===== src/rtl/mips_pkg.sv =====
// Encodings shared by the MIPS stage sequencer and the datapath-side stage responder.
// The sequencer must use these exact stage codes and opcodes.
package mips_pkg;

    localparam logic [2:0] STAGE_FETCH     = 3'd0;
    localparam logic [2:0] STAGE_DECODE    = 3'd1;
    localparam logic [2:0] STAGE_EXECUTE   = 3'd2;
    localparam logic [2:0] STAGE_MEMORY    = 3'd3;
    localparam logic [2:0] STAGE_WRITEBACK = 3'd4;
    localparam logic [2:0] STAGE_EXTRA     = 3'd6;

    localparam logic [5:0] OP_LW  = 6'h23;
    localparam logic [5:0] OP_SW  = 6'h2B;
    localparam logic [5:0] OP_BEQ = 6'h04;
    localparam logic [5:0] OP_J   = 6'h02;

    typedef enum logic [1:0] {
        ST_IDLE,
        ST_ACTIVE,
        ST_MEM_WAIT,
        ST_ACK
    } rsp_state_t;

    // Codes 5 and 7 are the only holes in the stage map.
    function automatic logic is_legal_stage(input logic [2:0] code);
        return (code <= STAGE_WRITEBACK) || (code == STAGE_EXTRA);
    endfunction

endpackage


===== src/rtl/mips_stage_responder_if.sv =====
// Command/acknowledge and datapath-strobe bundle between the stage sequencer (master)
// and the stage responder (slave); mem_ready comes from memory alongside the commands.
interface mips_stage_responder_if #(
    parameter int CNT_W = 32
);
    logic [2:0]       stage_code;
    logic             stage_valid;
    logic [5:0]       opcode;
    logic             mem_ready;
    logic             stage_ack;
    logic             stage_err;
    logic             busy;
    logic             ir_we;
    logic             pc_we;
    logic             reg_rd;
    logic             alu_en;
    logic             mem_req;
    logic             mem_we;
    logic             reg_we;
    logic [CNT_W-1:0] retired_count;

    modport master (
        output stage_code, stage_valid, opcode, mem_ready,
        input  stage_ack, stage_err, busy, ir_we, pc_we, reg_rd, alu_en,
               mem_req, mem_we, reg_we, retired_count
    );

    modport slave (
        input  stage_code, stage_valid, opcode, mem_ready,
        output stage_ack, stage_err, busy, ir_we, pc_we, reg_rd, alu_en,
               mem_req, mem_we, reg_we, retired_count
    );
endinterface


===== src/rtl/mips_mem_handshake.sv =====
// Wait-cycle counter and ready/timeout decision while the responder sits in MEM_WAIT.
// Count is 0 on the first wait cycle; ready on the final cycle beats the timeout.
module mips_mem_handshake #(
    parameter int MEM_TIMEOUT = 15
) (
    input  logic clock,
    input  logic reset_n,
    input  logic i_waiting,
    input  logic i_mem_ready,
    output logic o_done,
    output logic o_timed_out
);
    localparam int              TO_W = (MEM_TIMEOUT > 1) ? $clog2(MEM_TIMEOUT) : 1;
    localparam logic [TO_W-1:0] LAST = TO_W'(MEM_TIMEOUT - 1);

    logic [TO_W-1:0] r_wait_cnt;

    always_ff @(posedge clock or negedge reset_n) begin
        if (!reset_n) begin
            r_wait_cnt <= '0;
        end else if (i_waiting) begin
            r_wait_cnt <= r_wait_cnt + 1'b1;
        end else begin
            r_wait_cnt <= '0;
        end
    end

    assign o_done      = i_waiting && i_mem_ready;
    assign o_timed_out = i_waiting && !i_mem_ready && (r_wait_cnt == LAST);

endmodule


===== src/rtl/mips_stage_responder.sv =====
// Executes one stage command at a time: strobes 1 cycle after sampling, ack 1 cycle later (plus memory wait).
// Commands arriving while busy are dropped; all outputs come straight from flops.
module mips_stage_responder
    import mips_pkg::*;
#(
    parameter int MEM_TIMEOUT = 15,
    parameter int CNT_W       = 32
) (
    input  logic                   clock,
    input  logic                   reset_n,
    mips_stage_responder_if.slave  bus
);
    rsp_state_t       r_state, w_state_nxt;
    logic [2:0]       r_code, w_code_nxt;
    logic             r_ack, w_ack_nxt;
    logic             r_err, w_err_nxt;
    logic             r_busy, w_busy_nxt;
    logic             r_ir_we, w_ir_we_nxt;
    logic             r_pc_we, w_pc_we_nxt;
    logic             r_reg_rd, w_reg_rd_nxt;
    logic             r_alu_en, w_alu_en_nxt;
    logic             r_mem_req, w_mem_req_nxt;
    logic             r_mem_we, w_mem_we_nxt;
    logic             r_reg_we, w_reg_we_nxt;
    logic [CNT_W-1:0] r_retired, w_retired_nxt;
    logic             w_waiting, w_done, w_timed_out;
    logic             w_is_ls, w_no_wb;

    assign w_waiting = (r_state == ST_MEM_WAIT);
    assign w_is_ls   = (bus.opcode == OP_LW) || (bus.opcode == OP_SW);
    assign w_no_wb   = (bus.opcode == OP_SW) || (bus.opcode == OP_BEQ) || (bus.opcode == OP_J);

    mips_mem_handshake #(
        .MEM_TIMEOUT (MEM_TIMEOUT)
    ) u_mem_hs (
        .clock       (clock),
        .reset_n     (reset_n),
        .i_waiting   (w_waiting),
        .i_mem_ready (bus.mem_ready),
        .o_done      (w_done),
        .o_timed_out (w_timed_out)
    );

    // Output flops are loaded with the values for the state being entered,
    // so every strobe lines up with its state without an input-to-output path.
    always_comb begin
        w_state_nxt   = r_state;
        w_code_nxt    = r_code;
        w_ack_nxt     = 1'b0;
        w_err_nxt     = 1'b0;
        w_busy_nxt    = 1'b1;
        w_ir_we_nxt   = 1'b0;
        w_pc_we_nxt   = 1'b0;
        w_reg_rd_nxt  = 1'b0;
        w_alu_en_nxt  = 1'b0;
        w_mem_req_nxt = 1'b0;
        w_mem_we_nxt  = 1'b0;
        w_reg_we_nxt  = 1'b0;
        w_retired_nxt = r_retired;
        case (r_state)
            ST_IDLE: begin
                w_busy_nxt = bus.stage_valid;
                if (bus.stage_valid) begin
                    w_state_nxt   = ST_ACTIVE;
                    w_code_nxt    = bus.stage_code;
                    w_ir_we_nxt   = (bus.stage_code == STAGE_FETCH);
                    w_pc_we_nxt   = (bus.stage_code == STAGE_FETCH);
                    w_reg_rd_nxt  = (bus.stage_code == STAGE_DECODE);
                    w_alu_en_nxt  = (bus.stage_code == STAGE_EXECUTE);
                    w_mem_req_nxt = (bus.stage_code == STAGE_FETCH) ||
                                    ((bus.stage_code == STAGE_MEMORY) && w_is_ls);
                    w_mem_we_nxt  = (bus.stage_code == STAGE_MEMORY) && (bus.opcode == OP_SW);
                    w_reg_we_nxt  = (bus.stage_code == STAGE_WRITEBACK) && !w_no_wb;
                end
            end
            ST_ACTIVE: begin
                if (r_mem_req) begin
                    w_state_nxt   = ST_MEM_WAIT;
                    w_mem_req_nxt = 1'b1;
                    w_mem_we_nxt  = r_mem_we;
                end else begin
                    w_state_nxt = ST_ACK;
                    w_ack_nxt   = 1'b1;
                    w_err_nxt   = !is_legal_stage(r_code);
                end
            end
            ST_MEM_WAIT: begin
                if (w_done || w_timed_out) begin
                    w_state_nxt = ST_ACK;
                    w_ack_nxt   = 1'b1;
                    w_err_nxt   = w_timed_out;
                end else begin
                    w_mem_req_nxt = 1'b1;
                    w_mem_we_nxt  = r_mem_we;
                end
            end
            ST_ACK: begin
                w_state_nxt = ST_IDLE;
                w_busy_nxt  = 1'b0;
                if ((r_code == STAGE_WRITEBACK) && !r_err) begin
                    w_retired_nxt = r_retired + 1'b1;
                end
            end
            default: begin
                w_state_nxt = ST_IDLE;
                w_busy_nxt  = 1'b0;
            end
        endcase
    end

    always_ff @(posedge clock or negedge reset_n) begin
        if (!reset_n) begin
            r_state   <= ST_IDLE;
            r_code    <= STAGE_FETCH;
            r_ack     <= 1'b0;
            r_err     <= 1'b0;
            r_busy    <= 1'b0;
            r_ir_we   <= 1'b0;
            r_pc_we   <= 1'b0;
            r_reg_rd  <= 1'b0;
            r_alu_en  <= 1'b0;
            r_mem_req <= 1'b0;
            r_mem_we  <= 1'b0;
            r_reg_we  <= 1'b0;
            r_retired <= '0;
        end else begin
            r_state   <= w_state_nxt;
            r_code    <= w_code_nxt;
            r_ack     <= w_ack_nxt;
            r_err     <= w_err_nxt;
            r_busy    <= w_busy_nxt;
            r_ir_we   <= w_ir_we_nxt;
            r_pc_we   <= w_pc_we_nxt;
            r_reg_rd  <= w_reg_rd_nxt;
            r_alu_en  <= w_alu_en_nxt;
            r_mem_req <= w_mem_req_nxt;
            r_mem_we  <= w_mem_we_nxt;
            r_reg_we  <= w_reg_we_nxt;
            r_retired <= w_retired_nxt;
        end
    end

    assign bus.stage_ack     = r_ack;
    assign bus.stage_err     = r_err;
    assign bus.busy          = r_busy;
    assign bus.ir_we         = r_ir_we;
    assign bus.pc_we         = r_pc_we;
    assign bus.reg_rd        = r_reg_rd;
    assign bus.alu_en        = r_alu_en;
    assign bus.mem_req       = r_mem_req;
    assign bus.mem_we        = r_mem_we;
    assign bus.reg_we        = r_reg_we;
    assign bus.retired_count = r_retired;

endmodule


===== src/flat_wrapper.sv =====
// flat-port wrapper written by rule: the top's interface ports become plain ports
module mips_stage_responder_flat import mips_pkg::*;
#(
    parameter int MEM_TIMEOUT = 15,
    parameter int CNT_W       = 32
)
  (clock, reset_n, bus_stage_code, bus_stage_valid, bus_opcode, bus_mem_ready, bus_stage_ack, bus_stage_err, bus_busy, bus_ir_we, bus_pc_we, bus_reg_rd, bus_alu_en, bus_mem_req, bus_mem_we, bus_reg_we, bus_retired_count);
  mips_stage_responder_if #(.CNT_W(CNT_W)) bus_i ();
  input  logic clock;
  input  logic reset_n;
  input wire logic [$bits(bus_i.stage_code)-1:0] bus_stage_code;
  input wire logic [$bits(bus_i.stage_valid)-1:0] bus_stage_valid;
  input wire logic [$bits(bus_i.opcode)-1:0] bus_opcode;
  input wire logic [$bits(bus_i.mem_ready)-1:0] bus_mem_ready;
  output wire logic [$bits(bus_i.stage_ack)-1:0] bus_stage_ack;
  output wire logic [$bits(bus_i.stage_err)-1:0] bus_stage_err;
  output wire logic [$bits(bus_i.busy)-1:0] bus_busy;
  output wire logic [$bits(bus_i.ir_we)-1:0] bus_ir_we;
  output wire logic [$bits(bus_i.pc_we)-1:0] bus_pc_we;
  output wire logic [$bits(bus_i.reg_rd)-1:0] bus_reg_rd;
  output wire logic [$bits(bus_i.alu_en)-1:0] bus_alu_en;
  output wire logic [$bits(bus_i.mem_req)-1:0] bus_mem_req;
  output wire logic [$bits(bus_i.mem_we)-1:0] bus_mem_we;
  output wire logic [$bits(bus_i.reg_we)-1:0] bus_reg_we;
  output wire logic [$bits(bus_i.retired_count)-1:0] bus_retired_count;
  assign bus_i.stage_code = bus_stage_code;
  assign bus_i.stage_valid = bus_stage_valid;
  assign bus_i.opcode = bus_opcode;
  assign bus_i.mem_ready = bus_mem_ready;
  assign bus_stage_ack = bus_i.stage_ack;
  assign bus_stage_err = bus_i.stage_err;
  assign bus_busy = bus_i.busy;
  assign bus_ir_we = bus_i.ir_we;
  assign bus_pc_we = bus_i.pc_we;
  assign bus_reg_rd = bus_i.reg_rd;
  assign bus_alu_en = bus_i.alu_en;
  assign bus_mem_req = bus_i.mem_req;
  assign bus_mem_we = bus_i.mem_we;
  assign bus_reg_we = bus_i.reg_we;
  assign bus_retired_count = bus_i.retired_count;
  mips_stage_responder #(.MEM_TIMEOUT(MEM_TIMEOUT), .CNT_W(CNT_W)) u_core (.clock(clock), .reset_n(reset_n), .bus(bus_i));
endmodule

===== config.mk =====
export PLATFORM = sky130hd
export DESIGN_NAME = mips_stage_responder_flat
export DESIGN_NICKNAME = d
export VERILOG_FILES = /design/src/rtl/mips_pkg.sv /design/src/rtl/mips_stage_responder_if.sv /design/src/rtl/mips_mem_handshake.sv /design/src/rtl/mips_stage_responder.sv /design/src/flat_wrapper.sv
export SDC_FILE = /design/constraint.sdc
export NUM_CORES = 1
export LEC_CHECK = 0
export ABC_AREA = 1
export CELL_PAD_IN_SITES_DETAIL_PLACEMENT = 0
export CELL_PAD_IN_SITES_GLOBAL_PLACEMENT = 1
export CORE_MARGIN = 8
export CORE_UTILIZATION = 31
export DETAILED_ROUTE_END_ITERATION = 10
export PLACE_DENSITY = 0.76
export SLEW_MARGIN = 20
export SYNTH_ARGS = -nofsm -noshare
export SYNTH_HDL_FRONTEND = slang
export SYNTH_SLANG_ARGS = --single-unit

===== constraint.sdc =====
create_clock -name clock -period 2.5 [get_ports clock]
set_input_delay 0.375 -clock clock [delete_from_list [all_inputs] [get_ports clock]]
set_output_delay 0.375 -clock clock [all_outputs]
set_load 0.01 [all_outputs]

==> results of run 1 <==
[worst register-to-register path: stages, from the launching register on]
cell	delay (ns)
dfrtp_1	0.42
ha_1	0.18
nand2_1	0.06
nor2_1	0.09
buf_4	0.26
nand2_1	0.14
nor2_4	0.18
nand3_1	0.09
nand2_1	0.06
nand2_1	0.04
[cells in the final DEF (no fill, tap or decap), types with 2 or more instances in the layout]
cell and count:
nand3_1 18, clkdlybuf4s50_1 53, nor2_2 4, nor3_1 4, buf_4 2, nand3b_1 6, nor2_1 52, o21ai_0 14
xnor2_1 8, dfrtp_1 50, nand3_2 3, inv_1 43, a21oi_1 3, clkbuf_8 6, xor2_1 9, inv_2 2
nand2_1 139, nand4_1 5, nor2_4 2, ha_1 7
[metal layers]
metal	share of wire	vias up	GRT usage	wire (um)
met2	0.46	56	0.198	3270
met5	0	-	0	0
met4	0.0084	0	0.0315	59
li1	-	1287	-	-
met3	0.068	5	0.0406	481
met1	0.46	1149	0.142	3240
[path summary, 6_finish.rpt]
kind | startpoint | cells after the start | endpoint | slack (ns)
min reg2reg | u_core.u_mem_hs.r_wait_cnt[0] | 1 | u_core.u_mem_hs.r_wait_cnt[0] | 0.49
min in group clock | u_core.u_mem_hs.r_wait_cnt[0] | 1 | u_core.u_mem_hs.r_wait_cnt[0] | 0.49
max in group asynchronous | reset_n | 2 | u_core.bus.retired_count[0] | 1.90
max reg2reg | u_core.r_state[1] | 9 | u_core.bus.retired_count[18] | 0.87
max | u_core.bus.retired_count[17] | 1 | bus_retired_count[17] | 0.72
min | reset_n | 2 | u_core.bus.retired_count[14] | 0.18
[metrics by stage]
| step | setup slack, ns | power, mW | hold slack (ns) | instance area (um^2) | std cells |
|---|---|---|---|---|---|
| 2_1_floorplan | 1.00 | 1.30 | 0.0794 | 2780 | 377 |
| 3_3_place_gp | 0.889 | 1.53 | 0.472 | 3450 | 538 |
| 3_5_place_dp | 0.837 | 1.53 | 0.485 | 3450 | 538 |
| 4_1_cts | 0.688 | 2.06 | 0.208 | 3550 | 546 |
| 5_1_grt | 0.662 | 2.19 | 0.241 | 3550 | 546 |
| 6_report | 0.717 | 2.03 | 0.175 | 3550 | 546 |
[registers in the layout, indices dropped and copies added (netlist names)]
signal and cells:
u_core.bus.alu_en 1, u_core.bus.busy 1, u_core.bus.ir_we 1, u_core.bus.mem_req 1
u_core.bus.mem_we 1, u_core.bus.reg_rd 1, u_core.bus.reg_we 1, u_core.bus.retired_count 32
u_core.bus.stage_ack 1, u_core.bus.stage_err 1, u_core.r_code 3, u_core.r_state 2
u_core.u_mem_hs.r_wait_cnt 4
[power by group]
part           total [mW]  internal [mW]  switching, mW
logic               0.508          0.223          0.284
clock network       0.518          0.229          0.289
registers            1.00          0.913         0.0917
[cells by family after synthesis]
logic type | share of synthesized area
compound gates | 0.0328
xor+xnor | 0.0535
fa+ha+maj | 0.0315
buf+inv | 0.0679
flops | 0.450
simple gates | 0.364
[layout make-up]
cell class              instances  area [um^2]
clock buffers                   6         82.6
clock inverters                 2         16.3
fillers                       899         5170
inverters                      45          169
multi-input cells             279         1340
flip-flops and latches         50         1250
well taps                     108          135
repair buffers                 56          551
==> impl_metrics.csv, run 1 <==
group,metric,value,unit
run_status,status,"completed",
clocking,cts_tree,"yes",
job,drv_cap,0,
worst_setup_path,path_max_fanout,6,
synth,synth_cells,377,
layout,antenna_cells,0,
worst_setup_path,start_kind,"register",
synth,ys_types,24,
power_and_ir_drop,powerDensity,573,nW/um^2
grt,grt_pass1_vias,2594,
worst_setup_path,critical_path_buf_inv_count,1,
detailed_routing,wirelength,7.05,mm
place,place.gp.congestion,0.813,
synth,synth_top_cell_by_area,"dfrtp_1",
detailed_routing,drc,0,
clocking,post_cts_buffers,0,
grt,grt_max_degree,51,
min_path,hp-class,"in2async",
worst_setup_path,critPathCaptureType,"output pin",
detailed_routing,via_per_inst,4.57,
grt,grt_pass1_wl,12.2,mm
synth,ys_seq_elements,50,
place,io_buffers,54,
timing,min_period,1.78,ns
timing,relSlewSlack,0.570,
timing,finalHoldViolCount,0,
timing,finalClockSkew,0.00896,ns
timing,worst_slew_pin_slew,0.645,ns
clocking,cts.sinks,50,
worst_setup_path,cp.required,2.12,ns
detailed_routing,final_antenna_net_count,0,
synth,synth_edf_count,0,
synth,ys_warn_count,0,
clocking,ctsLongestPathBuffers,2,
power_and_ir_drop,p_leak,1.62,nW
clocking,htree_num_levels,2,
worst_setup_path,cpPeakStageDelay,0.61,ns
timing,max_clock_freq,0.561,GHz
floorplan,die_w,111,um
worst_setup_path,critPathTopFamily,"buffers and inverters",
timing,finalSetupTns,0,ns
floorplan,die_h,111,um
floorplan,core,8720,um^2
power_and_ir_drop,vdd_ir_drop_max,0.491,mV
detailed_routing,drt_iter0_drc,78,
timing,setup_violations,0,
timing,post-route-period-util,0.713,
timing,rsz0062_at_grt,"false",
detailed_routing,dr.pass1.iters,4,
floorplan,start_util,0.319,
worst_setup_path,cp.arrival,1.41,ns
synth,syn_area_per_cell,7.38,um^2
grt,grt_antenna_before_repair,0,
clocking,clock_latency,0.31,ns
synth,netlist_area,2780,um^2
synth,yosys-top-cells-count,"139 x nand2_1, 52 x nor2_1, 50 x dfrtp_1, 43 x inv_1, 18 x nand3_1",
synth,synth_area_leaders,"dfrtp_1 45%, nand2_1 19%, nor2_1 7.0%, inv_1 5.8%, nand3_1 3.2%",
synth,synth-main-ff-cell,"dfrtp_1",
clocking,clock-root-buffer,"clkbuf_8",
synth,async_flop_share,1.00,
timing,drv_slew,0,
floorplan,num_rows,34,
layout,fin_nets,457,
synth,yosysSeqAreaShare,0.450,
clocking,hold_buffers,0,
clocking,cts-resized-gates,0,
worst_setup_path,slowest_stage,"clkdlybuf4s50_1",
synth,synth_top_area_frac,0.450,
floorplan,io_pins,55,
clocking,cts.clk_slew.worst_paths,0.10,ns
layout,fin_util,0.407,
layout,area_growth,27.5,%
grt,grt_overflow,0,
place,dp_hpwl,5.40,mm
layout,layout-drive-gt1-share,0.0548,
clocking,numCtsBuffers,5,
detailed_routing,vias,2497,
detailed_routing,avgRoutedWirePerCell,12.9,um
synth,yosysMostFrequentCell,"nand2_1",
grt,grt.total_usage,0.119,
worst_setup_path,crit_chain,"clkdlybuf4s50_1",
worst_setup_path,criticalPathCategory,"reg2out",
synth,syn_nets,397,
floorplan,die_area,12300,um^2
Note: power is estimated with default switching activity, not from simulation.
==> run 2, diff against run 1 <==
==> constraint.sdc (replaced) <==
create_clock -name clock -period 1.9 [get_ports clock]
set_input_delay 0.285 -clock clock [delete_from_list [all_inputs] [get_ports clock]]
set_output_delay 0.285 -clock clock [all_outputs]
set_load 0.01 [all_outputs]
==> run 2 against run 1 <==
Compared with the run above: first-iteration DRC count increased by 15%; power increased by 33%; sequential share of layout area decreased by 0.38 points; register-to-register slack got worse by 0.60 ns; setup slack got worse by 0.48 ns; critical endpoint is now bus_retired_count[24].
==> impl_metrics.csv, run 2 (synthesis gave the netlist of run 1 again) <==
group,metric,value,unit
detailed_routing,drt_iter0_drc,90,
floorplan,num_rows,34,
layout,final_cell_mix,"139 x nand2_1, 53 x clkdlybuf4s50_1, 52 x nor2_1",
place,place.gp.congestion,0.792,
detailed_routing,final_antenna_net_count,0,
clocking,cts_tree,"yes",
clocking,cts-resized-gates,0,
run_status,status,"completed",
detailed_routing,wirelength,7.14,mm
layout,largest_reg_flops,32,
worst_setup_path,cpPeakStageDelay,0.59,ns
timing,setup_violations,0,
power_and_ir_drop,powerDensity,752,nW/um^2
clocking,htree_num_levels,2,
min_path,hp-class,"in2async",
timing,post-route-period-util,0.878,
worst_setup_path,criticalPathCategory,"reg2out",
timing,finalHoldViolCount,0,
floorplan,core,8720,um^2
layout,area_growth,28.9,%
place,dpl.cell_count,539,
floorplan,start_util,0.319,
timing,finalSetupTns,0,ns
detailed_routing,drc,0,
layout,fin_util,0.411,
layout,fin_nets,459,
timing,drv_slew,0,
detailed_routing,via_per_inst,4.52,
worst_setup_path,critical_path_buf_inv_count,1,
floorplan,die_w,111,um
job,drv_cap,0,
power_and_ir_drop,vdd_ir_drop_max,0.673,mV
clocking,cts.clk_slew.worst_paths,0.09,ns
grt,grt_overflow,0,
detailed_routing,avgRoutedWirePerCell,13.0,um
timing,max_clock_freq,0.600,GHz
floorplan,die_h,111,um
clocking,cts.sinks,50,
power_and_ir_drop,p_leak,1.63,nW
worst_setup_path,path_max_fanout,6,
worst_setup_path,r2r-end,"u_core.bus.retired_count[16]",
worst_setup_path,reg2reg_depth,9,
worst_setup_path,cp.arrival,1.38,ns
timing,min_period,1.67,ns
layout,stdcell_count,548,
detailed_routing,dr.pass1.iters,4,
detailed_routing,vias,2478,
grt,grt_pass1_vias,2555,
clocking,ctsLongestPathBuffers,2,
grt,grt_max_degree,34,
grt,grt_antenna_before_repair,0,
clocking,clock_latency,0.30,ns
layout,layout_commonest_cell,"nand2_1",
worst_setup_path,r2r_start,"u_core.r_state[1]",
timing,finalClockSkew,0.00486,ns
floorplan,io_pins,55,
place,io_buffers,54,
timing,rsz0062_at_grt,"false",
place,dp_hpwl,5.54,mm
power_and_ir_drop,power,2.69,mW
floorplan,die_area,12300,um^2
layout,antenna_cells,0,
worst_setup_path,crit_chain,"clkdlybuf4s50_1",
worst_setup_path,start_kind,"register",
worst_setup_path,critPathTopFamily,"buffers and inverters",
grt,grt_pass1_wl,12.1,mm
timing,worst_slew_pin_slew,0.452,ns
clocking,numCtsBuffers,5,
timing,relSlewSlack,0.699,
worst_setup_path,rrSetupSlack,0.27,ns
clocking,clock-root-buffer,"clkbuf_8",
worst_setup_path,critPathCaptureType,"output pin",
worst_setup_path,slowest_stage,"clkdlybuf4s50_1",
worst_setup_path,cp.required,1.62,ns
layout,layout-drive-gt1-share,0.0545,
grt,grt.total_usage,0.118,
-- run 2: changes by cell type in the layout (fill, tap and decap cells not counted) --
cell and change:
buf_12 +2, buf_4 -1, clkbuf_1 +1, clkinvlp_4 -1, dlygate4sd3_1 +1
-- run 2: how the worst max path moves through the flow --
stage               cells after the start                      endpoint                    startpoint
finish                                  1         bus_retired_count[24]  u_core.bus.retired_count[24]
global route                            9  u_core.bus.retired_count[18]             u_core.r_state[1]
CTS                                     1         bus_retired_count[23]  u_core.bus.retired_count[23]
detailed placement                      9  u_core.bus.retired_count[18]             u_core.r_state[1]
global placement                        9  u_core.bus.retired_count[26]             u_core.r_state[1]
floorplan                               8  u_core.bus.retired_count[26]   u_core.bus.retired_count[0]
-- run 2: where the power goes --
group / total, mW / internal [mW] / switching [mW]
sequential: 1.31 / 1.20 / 0.105
combinational: 0.716 / 0.321 / 0.395
clock: 0.672 / 0.302 / 0.370
total: 2.69 / 1.82 / 0.870
-- run 2: final cells by class --
cell class / count / area, um^2
Clock inverter: 1 / 8.76
Clock buffer: 7 / 86.3
Inverter: 45 / 169
Multi-Input combinational cell: 279 / 1340
Sequential cell: 50 / 1250
Timing Repair Buffer: 58 / 593
Tap cell: 108 / 135
Fill cell: 923 / 5140
-- run 2: layer usage --
metal | vias up | global-route usage | routed length (um)
li1 | 1288 | - | -
met1 | 1139 | 0.139 | 3300
met2 | 46 | 0.198 | 3340
met3 | 5 | 0.0411 | 454
met4 | 0 | 0.0270 | 47
met5 | - | 0 | 0
-- run 2: timing repair --
item	4_1_cts	5_1_grt
hold endpoints to repair	17	0
setup buffers	0	0
hold buffers	1	0
-- run 2: through the flow --
stage	cell area, um^2	worst slack, ns	hold WS (ns)
2_1_floorplan	2780	0.405	-0.0106
3_3_place_gp	3480	0.349	0.259
3_5_place_dp	3480	0.281	0.262
4_1_cts	3580	0.208	0.467
5_1_grt	3580	0.124	0.497
6_report	3580	0.233	0.456
